===== src/rtl/pc_fetch_ctrl.sv =====
// Fetch-stage sequencer: drives the PC register's next value and hold enable, handles imem
// wait states, redirects and hazard stalls. Define PC_FETCH_PERF_EN to add stall/redirect counters.
module pc_fetch_ctrl #(
  parameter logic [31:0] RESET_VEC = 32'h0000_0000,
  parameter int unsigned MAX_WAIT  = 16
) (
  input  logic        clk,
  input  logic        rst,
  input  logic [31:0] pcf,
  input  logic        stall_hazard,
  input  logic        jump_d,
  input  logic [31:0] jump_target_d,
  input  logic        branch_taken_d,
  input  logic [31:0] branch_target_d,
  input  logic        imem_ready,
  output logic [31:0] pc_next,
  output logic        stall_pc,
  output logic        imem_req,
  output logic        flush_d,
  output logic        imem_timeout
`ifdef PC_FETCH_PERF_EN
  ,
  output logic [31:0] perf_stall_cycles,
  output logic [31:0] perf_redirects
`endif
);

  typedef enum logic [1:0] {BOOT, FETCH, WAIT, REDIR} state_t;

  localparam logic [7:0] MAX_WAIT_C = 8'(MAX_WAIT);

  state_t      state, state_nxt;
  logic [31:0] redir_tgt, redir_tgt_nxt;
  logic [7:0]  wait_cnt, cnt_inc;
  logic [31:0] tgt, pc_raw;
  logic        redirect, counting;

  always_comb begin
    redirect = jump_d | branch_taken_d;
    tgt      = jump_d ? jump_target_d : branch_target_d;
    counting = (state == WAIT || state == REDIR) && !imem_ready;
    cnt_inc  = (wait_cnt == 8'hFF) ? 8'hFF : wait_cnt + 8'd1;
  end

  // NOTE: every output and next-state value gets a default first so no path infers a latch.
  always_comb begin
    state_nxt     = state;
    redir_tgt_nxt = redir_tgt;
    pc_raw        = pcf;
    stall_pc      = 1'b1;
    imem_req      = 1'b1;
    flush_d       = 1'b0;
    if (rst) begin
      // The PC register has no reset of its own, so it is fed the vector throughout reset.
      pc_raw    = RESET_VEC;
      stall_pc  = 1'b0;
      imem_req  = 1'b0;
      flush_d   = 1'b1;
      state_nxt = BOOT;
    end else begin
      case (state)
        FETCH, WAIT: begin
          if (imem_ready) begin
            state_nxt = FETCH;
            if (!stall_hazard) begin
              stall_pc = 1'b0;
              flush_d  = redirect;
              pc_raw   = redirect ? tgt : pcf + 32'd4;
            end
          end else if (redirect && !stall_hazard) begin
            redir_tgt_nxt = tgt;
            state_nxt     = REDIR;
          end else begin
            state_nxt = WAIT;
          end
        end
        REDIR: begin
          // Wrong-path fetch must retire before the PC moves; later redirects are ignored.
          if (imem_ready) begin
            pc_raw    = redir_tgt;
            stall_pc  = 1'b0;
            flush_d   = 1'b1;
            state_nxt = FETCH;
          end
        end
        default: begin
          pc_raw    = RESET_VEC;
          stall_pc  = 1'b0;
          imem_req  = 1'b0;
          flush_d   = 1'b1;
          state_nxt = FETCH;
        end
      endcase
    end
  end

  assign pc_next = {pc_raw[31:2], 2'b00};

  // NOTE: sequential state uses non-blocking assignments so all registers update together.
  always_ff @(posedge clk) begin
    if (rst) begin
      state        <= BOOT;
      redir_tgt    <= '0;
      wait_cnt     <= '0;
      imem_timeout <= 1'b0;
    end else begin
      state     <= state_nxt;
      redir_tgt <= redir_tgt_nxt;
      if (imem_ready) begin
        wait_cnt <= '0;
      end else if (counting) begin
        wait_cnt <= cnt_inc;
      end
      if (counting && cnt_inc >= MAX_WAIT_C) begin
        imem_timeout <= 1'b1;
      end
    end
  end

`ifdef PC_FETCH_PERF_EN
  always_ff @(posedge clk) begin
    if (rst) begin
      perf_stall_cycles <= '0;
      perf_redirects    <= '0;
    end else if (state != BOOT) begin
      if (stall_pc) perf_stall_cycles <= perf_stall_cycles + 32'd1;
      if (flush_d)  perf_redirects    <= perf_redirects + 32'd1;
    end
  end
`endif

endmodule


===== config.mk =====
export PLATFORM = sky130hd
export DESIGN_NAME = pc_fetch_ctrl
export DESIGN_NICKNAME = d
export VERILOG_FILES = /design/src/rtl/pc_fetch_ctrl.sv
export SDC_FILE = /design/constraint.sdc
export NUM_CORES = 1
export LEC_CHECK = 0
export CORE_MARGIN = 3
export CORE_UTILIZATION = 48
export CTS_CLUSTER_SIZE = 28
export DETAILED_ROUTE_END_ITERATION = 8
export PLACE_DENSITY = 0.92
export SYNTH_ARGS = -nofsm -noshare
export SYNTH_HDL_FRONTEND = slang
export SYNTH_SLANG_ARGS = --single-unit

===== constraint.sdc =====
create_clock -name clk -period 3.7 [get_ports clk]
set_clock_uncertainty 0.15 [all_clocks]
set_input_delay 0.74 -clock clk [delete_from_list [all_inputs] [get_ports clk]]
set_output_delay 0.74 -clock clk [all_outputs]
set_load 0.01 [all_outputs]

==> results of run 1 <==
-- placed cells by master, fill, tap and decap left out, types with 6 or more instances in the layout --
cell type        instances
o22ai_1                 10
buf_4                   86
nand4_1                 11
clkdlybuf4s50_1         88
dfxtp_1                 41
xnor2_1                 17
mux2i_1                 34
and3_1                   8
o21ai_1                  9
a22oi_1                 18
nor2_1                  58
nand2_1                 23
inv_1                    6
nand3_1                 13
and2_1                  10
dlygate4sd2_1           28
o221ai_1                10
a211oi_1                33
a221oi_1                10
a21oi_1                 18
-- power by group --
| part | internal (mW) | switching [mW] | total [mW] | leakage, nW |
|---|---|---|---|---|
| Sequential | 0.463 | 0.0145 | 0.477 | 0.334 |
| Clock | 0.138 | 0.194 | 0.332 | 0.0452 |
| Combinational | 0.254 | 0.247 | 0.501 | 1.95 |
| Total | 0.855 | 0.456 | 1.31 | 2.33 |
-- stage by stage --
| step | setup WS, ps | total power, mW | instance area [um^2] |
|---|---|---|---|
| finish | 39.7 | 1.31 | 5610 |
| global placement | -509 | 0.951 | 5400 |
| detailed placement | -558 | 0.972 | 5400 |
| global route | -101 | 1.36 | 5610 |
| floorplan | 477 | 0.689 | 3460 |
| CTS | 11.1 | 1.29 | 5550 |
-- timing repair --
action	CTS	global route
setup buffers	2	0
pin swaps	7	0
setup endpoints to repair	24	19
resized for setup	63	28
-- critical path, stage by stage --
cell             delay, ps
clkdlybuf4s50_1        520
and3_4                 240
buf_4                  120
and3_2                 220
buf_4                  140
nand3_1                150
xor2_1                 190
o22ai_1                150
dlygate4sd2_1          290
-- worst max path at each step --
stage / to / cells past startpoint / slack (ps) / start
after global routing: pc_next[3] / 7 / -100 / branch_taken_d
after detailed placement: pc_next[30] / 8 / -560 / pcf[4]
after floorplan: pc_next[26] / 7 / 480 / pcf[8]
after CTS: pc_next[28] / 8 / 10 / pcf[2]
final: pc_next[19] / 9 / 40 / pcf[3]
after global placement: pc_next[30] / 8 / -510 / pcf[5]
-- metal layers --
| layer | routed length [um] | vias up | track usage | part of all wire |
|---|---|---|---|---|
| met5 | 0 | - | 0 | 0 |
| met4 | 639 | 0 | 0.171 | 0.043 |
| met3 | 1600 | 66 | 0.0792 | 0.11 |
| met2 | 7270 | 364 | 0.578 | 0.49 |
| met1 | 5300 | 2254 | 0.375 | 0.36 |
| li1 | - | 2103 | - | - |
-- flip-flops by register name, indices dropped and copies added (netlist names) --
register	flops
state	2
wait_cnt	8
redir_tgt	30
imem_timeout	1
-- area by class of cell --
| type | instances | area, um^2 | area share |
|---|---|---|---|
| multi-input cells | 368 | 2600 | 0.463 |
| repair buffers | 220 | 1940 | 0.347 |
| flip-flops and latches | 41 | 821 | 0.146 |
| well taps | 96 | 120 | 0.0214 |
| clock buffers | 5 | 68.8 | 0.0123 |
| inverters | 8 | 30.0 | 0.00536 |
| clock inverters | 3 | 25.0 | 0.00446 |
-- cell families (layout without fill, tap and decap cells) --
| logic type | count (synthesis) | in the layout | synth area share |
|---|---|---|---|
| simple gates | 172 | 172 | 0.260 |
| compound gates | 133 | 133 | 0.275 |
| mux | 34 | 34 | 0.0983 |
| other cells | 1 | 2 | 0.00108 |
| xor+xnor | 22 | 22 | 0.0557 |
| buf+inv | 48 | 236 | 0.0553 |
| fa+ha+maj | 5 | 5 | 0.0181 |
| flops | 41 | 41 | 0.237 |
==> reports/results.tsv, run 1 <==
stage	metric	value	unit
status	status	completed	
critical_path	WP data required	2810	ps
pwr	Peak VDD IR	0.163	mV
worst_hold_path	Hold EP	imem_timeout$_SDFFE_PP0P_	
timing	actual slew at the worst max-slew pin	524	ps
grt	initial antenna violation count	0	
routing	number of remaining DRC errors	0	
critical_path	WP data arrival	2770	ps
clocking	H-tree depth	2	
critical_path	Critical R2R Launch	state[1]$_SDFFE_PP0P_	
grt	gr ovfl total	0	
layout	utilization after layout	0.812	
clocking	Root Driver	clkbuf_8	
timing	RSZ-0062 raised after global routing	true	
timing	final hold vios	0	
synth	Unique masters post-synth	51	
layout	final-stage net count	751	
synth	top-area cell type share of the netlist area	0.237	
floorplan	Initial Util	0.501	
grt	vias in the first global route	4752	
floorplan	Core ar.	0.00691	mm^2
synth	ys async rst share	0	
clocking	worst skew pair latency	320	ps
critical_path	Startpoint Class	input pin	
routing	via count	4787	
pwr	Leak Pwr	2.33	nW
timing	final hold slack	343	ps
clocking	clk sinks	41	
synth	top cells by area, synth	dfxtp_1 24%, mux2i_1 9.8%, a211oi_1 7.2%, nor2_1 6.6%, xnor2_1 4.3%	
layout	# diodes	0	
placement	Placed Instances	731	
timing	Fmax	0.273	GHz
routing	DRT Pass-1 Iters	6	
layout	share of cells above drive strength 1	0.219	
timing	Final Critical Period	3660	ps
critical_path	Worst Reg-to-Reg Cells	6	
floorplan	full die area	0.00826	mm^2
timing	Final Setup Violations	0	
timing	period utilisation layout	0.989	
timing	Worst slew margin	0.648	
critical_path	R2R setup slack	1450	ps
routing	WL/cell	20.0	um
routing	Post-DRT Antenna Nets	0	
grt	All-Layer GR Usage	0.332	
layout	synth-to-layout area growth	62.0	%
clocking	CTS Buf Count	5	
clocking	maximum root-to-sink buffer count	2	
placement	Final HPWL DP	10300	um
worst_hold_path	hold path cells	2	
layout	Layout Cells excl Fill	741	
critical_path	CP Max Fanout	4	
floorplan	Die Width	90.9	um
routing	drt total wl	14800	um
grt	first-pass GRT wire length	22500	um
clocking	Clk pin slew, worst setup/hold paths	100	ps
synth	YS warnings	0	
synth	most numerous cell in the Yosys netlist	nor2_1	
synth	Post-synth EDFFs	0	
floorplan	total I/O pin count	138	
synth	sequential area share after synthesis	0.237	
timing	Sum Neg Setup Slack	0	ps
worst_hold_path	class of the worst hold path	flop to flop	
floorplan	Die Y	90.9	um
critical_path	R2R Path End	redir_tgt[20]$_SDFFE_PP0P_	
synth	mapped cell area	0.00346	mm^2
pwr	PD cells	234	mW/mm^2
synth	Mapped Cells	456	
placement	gp weighted congestion	0.899	
critical_path	WS Path Type	input pin to output port	
routing	Detailed Route Iter0 Violations	544	
clocking	CTS tree	built	
worst_hold_path	Hold Startpoint	imem_timeout$_SDFFE_PP0P_	
critical_path	nature of the critical path endpoint	output port	
synth	Synth area leader	dfxtp_1	
synth	flip-flop and latch count after synthesis	41	
routing	vias per cell	6.46	
layout	Filler cells	455	
clocking	Post-CTS Hold Fix Bufs	0	
floorplan	Core Rows	30	
synth	synth cell count leaders	61 x nor2_1, 41 x dfxtp_1, 34 x mux2i_1, 33 x a211oi_1, 32 x clkbuf_1	
synth	syn avg cell area	7.59	um^2
run	Max-Cap Viols	0	
placement	I/O Buffers	129	
grt	largest net degree at the start of global routing	47	
timing	Slew Limit Fails	0	
synth	Synth Flop Type	dfxtp_1	
No activity file was read; power rests on OpenSTA's default activity.
==> run 2: changes to the inputs <==
--- a/constraint.sdc
+++ b/constraint.sdc
@@ -4,2 +4,2 @@
 set_output_delay 0.74 -clock clk [all_outputs]
-set_load 0.01 [all_outputs]
+set_load 0.1 [all_outputs]
==> reports/results.tsv, run 2 (same netlist as run 1, synthesis figures left out) <==
stage	metric	value	unit
status	status	complete, but fails checks	
status	failing checks	negative setup slack	
clocking	CTS Buf Count	5	
layout	most common cell after layout, fill and taps aside	clkdlybuf4s50_1	
critical_path	Startpoint Class	input pin	
layout	Filler cells	332	
critical_path	WP data arrival	3030	ps
layout	synth-to-layout area growth	72.9	%
critical_path	critical path's top delay family	compound AO/OA/AOI/OAI gates	
critical_path	WS Path Type	input pin to output port	
pwr	Peak VDD IR	0.143	mV
routing	WL/cell	23.7	um
grt	vias in the first global route	4900	
routing	drt total wl	16700	um
floorplan	Core Rows	30	
layout	most frequent cells in the layout	76 x clkdlybuf4s50_1, 58 x nor2_1, 48 x buf_4	
layout	Sequential Area	821	um^2
layout	# diodes	0	
critical_path	CP peak stage delay	610	ps
pwr	Leak Pwr	2.28	nW
routing	Detailed Route Iter0 Violations	626	
floorplan	full die area	0.00826	mm^2
placement	Final HPWL DP	10700	um
clocking	worst skew pair latency	310	ps
critical_path	CP Max Fanout	11	
timing	final hold vios	0	
floorplan	total I/O pin count	138	
floorplan	Die Y	90.9	um
critical_path	WP data required	2810	ps
placement	I/O Buffers	129	
timing	Fmax	0.255	GHz
critical_path	Slowest-stage cell, CP	clkdlybuf4s50_1	
routing	DRT Pass-1 Iters	6	
timing	Final Setup Violations	6	
grt	largest net degree at the start of global routing	49	
pwr	PD cells	255	mW/mm^2
timing	Final Worst Setup Slack	-223	ps
layout	biggest registers after layout	redir_tgt x30, wait_cnt x8, state x2	
timing	RSZ-0062 raised after global routing	true	
layout	final-stage net count	714	
timing	actual slew at the worst max-slew pin	967	ps
worst_hold_path	class of the worst hold path	flop to flop	
grt	All-Layer GR Usage	0.372	
critical_path	nature of the critical path endpoint	output port	
grt	gr ovfl total	0	
run	Max-Cap Viols	0	
timing	Slew Limit Fails	0	
floorplan	Die Width	90.9	um
layout	largest register by flop count	redir_tgt	
timing	Worst slew margin	0.353	
layout	Largest register FFs	30	
routing	vias per cell	6.96	
clocking	Clk pin slew, worst setup/hold paths	90	ps
clocking	maximum root-to-sink buffer count	2	
clocking	clk sinks	41	
grt	first-pass GRT wire length	25000	um
clocking	CTS tree	built	
critical_path	critical path, cell by cell	clkdlybuf4s50_1 -> and2_4 -> buf_4 -> a22oi_1 -> o32a_1 -> o21ai_2 -> buf_12	
routing	via count	4898	
timing	final hold slack	339	ps
placement	gp weighted congestion	0.911	
floorplan	Core ar.	0.00691	mm^2
timing	period utilisation layout	1.06	
clocking	H-tree depth	2	
timing	Sum Neg Setup Slack	-350	ps
critical_path	Buf/Inv on CP	3	
routing	number of remaining DRC errors	0	
grt	initial antenna violation count	0	
layout	share of cells above drive strength 1	0.262	
routing	Post-DRT Antenna Nets	0	
floorplan	Initial Util	0.501	
layout	multi-input logic area	0.00283	mm^2
timing	Final Critical Period	3920	ps
clocking	Root Driver	clkbuf_8	
==> run 2: cell types whose count changed in the layout (fill, tap and decap cells not counted), moves of 4 or more <==
| cell | previous run | this run |
|---|---|---|
| o22ai_2 | 0 | 10 |
| buf_12 | 1 | 35 |
| buf_4 | 86 | 48 |
| o22ai_1 | 10 | 0 |
| a221oi_1 | 10 | 6 |
| a221oi_4 | 0 | 5 |
| nor4_2 | 5 | 1 |
| dlygate4sd2_1 | 28 | 13 |
| o21ai_2 | 0 | 4 |
| clkdlybuf4s50_1 | 88 | 76 |
==> run 2: timing repair <==
action	in CTS	in global routing
resized for setup	26	25
pin swaps	12	9
hold buffers	0	0
setup endpoints to repair	10	18
setup buffers	0	1
gates cloned	0	1
==> run 2: report_power, final <==
part           internal, mW  switching (mW)
Clock                 0.137           0.198
Sequential            0.463          0.0153
Combinational         0.295           0.418
Total                 0.894           0.631
==> run 2: worst paths after layout <==
| path | cells after the start | end | start | slack [ps] |
|---|---|---|---|---|
| worst max-delay path | 7 | pc_next[18] | imem_ready | -220 |
| worst min-delay path | 2 | imem_timeout$_SDFFE_PP0P_ | imem_timeout$_SDFFE_PP0P_ | 340 |
| worst max register to register | 6 | redir_tgt[21]$_SDFFE_PP0P_ | state[1]$_SDFFE_PP0P_ | 1320 |
| worst min register to register | 2 | imem_timeout$_SDFFE_PP0P_ | imem_timeout$_SDFFE_PP0P_ | 340 |
==> run 2: worst register-to-register path, delay by kind of cell (launching register included) <==
family | cells | cell delay [ps]
compound gates | 1 | 320
fa+ha+maj | 1 | 380
buf+inv | 2 | 570
flops | 1 | 420
simple gates | 2 | 450
==> run 2: area by class of cell <==
class / instances / share of cell area
flip-flops and latches: 41 / 0.137
repair buffers: 183 / 0.349
clock inverters: 3 / 0.00418
inverters: 8 / 0.00544
clock buffers: 5 / 0.0115
multi-input cells: 368 / 0.473
well taps: 96 / 0.0201
==> run 2: per-layer routing <==
metal | GRT usage | vias to the layer above | share of wire
met5 | 0 | - | 0
met4 | 0.222 | 0 | 0.086
met3 | 0.0908 | 145 | 0.12
met2 | 0.636 | 491 | 0.47
met1 | 0.416 | 2224 | 0.32
li1 | - | 2038 | -
==> run 2: through the flow <==
stage,std cells,instance area [um^2],power (mW),setup WS (ps),utilization
6_report,704,5980,1.53,-223,0.866
5_1_grt,704,5980,1.57,-251,0.866
4_1_cts,702,5870,1.48,11.2,0.850
3_5_place_dp,695,5730,1.16,-292,0.829
3_3_place_gp,695,5730,1.13,-246,0.829
2_1_floorplan,457,3710,0.847,-469,-
==> run 3: changes to the inputs <==
Settings changed: CORE_UTILIZATION 48 to 65, DONT_BUFFER_PORTS from default to 1, PLACE_DENSITY 0.92 to 0.86.
Clock period 3.7 ns to 4.9 ns, I/O delays scaled along.
==> reports/results.tsv, run 3 (same netlist as run 1, synthesis figures left out) <==
stage	metric	value	unit
timing	actual slew at the worst max-slew pin	955	ps
timing	Fmax	0.236	GHz
routing	Detailed Route Iter0 Violations	410	
layout	largest register by flop count	redir_tgt	
clocking	worst skew pair latency	310	ps
clocking	Post-CTS Hold Fix Bufs	0	
routing	WL/cell	20.8	um
floorplan	Die Y	79.0	um
routing	number of remaining DRC errors	0	
placement	gp weighted congestion	0.917	
placement	Final HPWL DP	7730	um
grt	first-pass GRT wire length	17900	um
critical_path	nature of the critical path endpoint	output port	
routing	via count	3861	
floorplan	total I/O pin count	138	
layout	biggest registers after layout	redir_tgt x30, wait_cnt x8, state x2	
floorplan	full die area	0.00624	mm^2
layout	most common cell after layout, fill and taps aside	nor2_1	
clocking	clk sinks	41	
timing	Final Setup Violations	0	
layout	most frequent cells in the layout	58 x nor2_1, 41 x dfxtp_1, 37 x buf_4	
timing	RSZ-0062 raised after global routing	false	
clocking	CTS Buf Count	5	
timing	Worst slew margin	0.362	
critical_path	WP data required	3770	ps
floorplan	Initial Util	0.700	
layout	utilization after layout	0.814	
routing	DRT Pass-1 Iters	5	
critical_path	Critical R2R Launch	state[1]$_SDFFE_PP0P_	
clocking	Post-CTS Resized	0	
layout	final-stage net count	569	
floorplan	Core ar.	0.00494	mm^2
timing	Final Critical Period	4230	ps
placement	Placed Instances	522	
timing	final hold slack	351	ps
clocking	Setup Buffers After CTS	0	
status	status	completed	
worst_hold_path	class of the worst hold path	flop to flop	
pwr	Leak Pwr	1.41	nW
timing	final hold vios	0	
grt	largest net degree at the start of global routing	61	
pwr	PD cells	240	mW/mm^2
grt	vias in the first global route	3787	
layout	synth-to-layout area growth	16.3	%
clocking	H-tree depth	2	
placement	I/O Buffers	0	
pwr	Peak VDD IR	0.154	mV
worst_hold_path	hold path cells	2	
clocking	Root Driver	clkbuf_8	
grt	All-Layer GR Usage	0.350	
run	Max-Cap Viols	0	
critical_path	WS Path Type	flop to output port	
critical_path	CP Max Fanout	17	
critical_path	Startpoint Class	flop	
layout	Filler cells	346	
clocking	CTS tree	built	
layout	# diodes	0	
clocking	maximum root-to-sink buffer count	2	
critical_path	WP data arrival	3100	ps
timing	period utilisation layout	0.864	
grt	gr ovfl total	0	
critical_path	worst setup path startpoint	state[1]$_SDFFE_PP0P_	
timing	Sum Neg Setup Slack	0	ps
layout	share of cells above drive strength 1	0.184	
clocking	Clk pin slew, worst setup/hold paths	90	ps
critical_path	Worst Reg-to-Reg Cells	6	
worst_hold_path	Hold Startpoint	redir_tgt[6]$_SDFFE_PP0P_	
routing	Post-DRT Antenna Nets	0	
layout	Layout Cells excl Fill	530	
grt	initial antenna violation count	0	
layout	Largest register FFs	30	
timing	Slew Limit Fails	0	
floorplan	Die Width	79.0	um
floorplan	Core Rows	25	
routing	vias per cell	7.28	
routing	drt total wl	11000	um
-- run 3: cell type report --
cell class | count | area, um^2 | share of cell area
multi-input combinational | 368 | 2680 | 0.665
sequential | 41 | 821 | 0.204
timing repair buffer | 38 | 298 | 0.0740
tap | 67 | 83.8 | 0.0208
clock buffer | 5 | 68.8 | 0.0171
clock inverter | 3 | 46.3 | 0.0115
inverter | 8 | 30.0 | 0.00746
-- run 3: layer usage --
layer / up-vias / track usage / wire (um)
li1: 1742 / - / -
met1: 1784 / 0.405 / 3950
met2: 291 / 0.608 / 5340
met3: 44 / 0.0771 / 1330
met4: 0 / 0.167 / 398
met5: - / 0 / 0
-- run 3: worst paths after layout --
path / end / slack (ps)
setup reg to reg: redir_tgt[30]$_SDFFE_PP0P_ / 2700
setup / recovery: pc_next[18] / 670
hold reg to reg: redir_tgt[6]$_SDFFE_PP0P_ / 350
hold / removal: redir_tgt[6]$_SDFFE_PP0P_ / 350
-- run 3: worst max-delay path: stages (launching register included) --
cell,delay (ps)
dfxtp_1,390
inv_1,60
ha_1,370
and3b_1,620
nand2_1,490
o32a_1,480
o21ai_2,60
buf_4,310
-- run 3: power breakdown --
part           leakage [nW]  switching, mW  internal (mW)  total, mW
Clock                0.0543          0.136          0.153      0.289
Sequential            0.334         0.0101          0.350      0.360
Combinational          1.02          0.225         0.0945      0.319
-- run 3: per-stage QoR --
stage,power [mW],worst slack (ps),cell area (um^2)
final,0.968,668,4020
after global routing,0.997,508,4020
after detailed placement,0.681,810,3910
after CTS,0.962,723,4020
after floorplan,0.621,66.6,3510
after global placement,0.673,870,3910
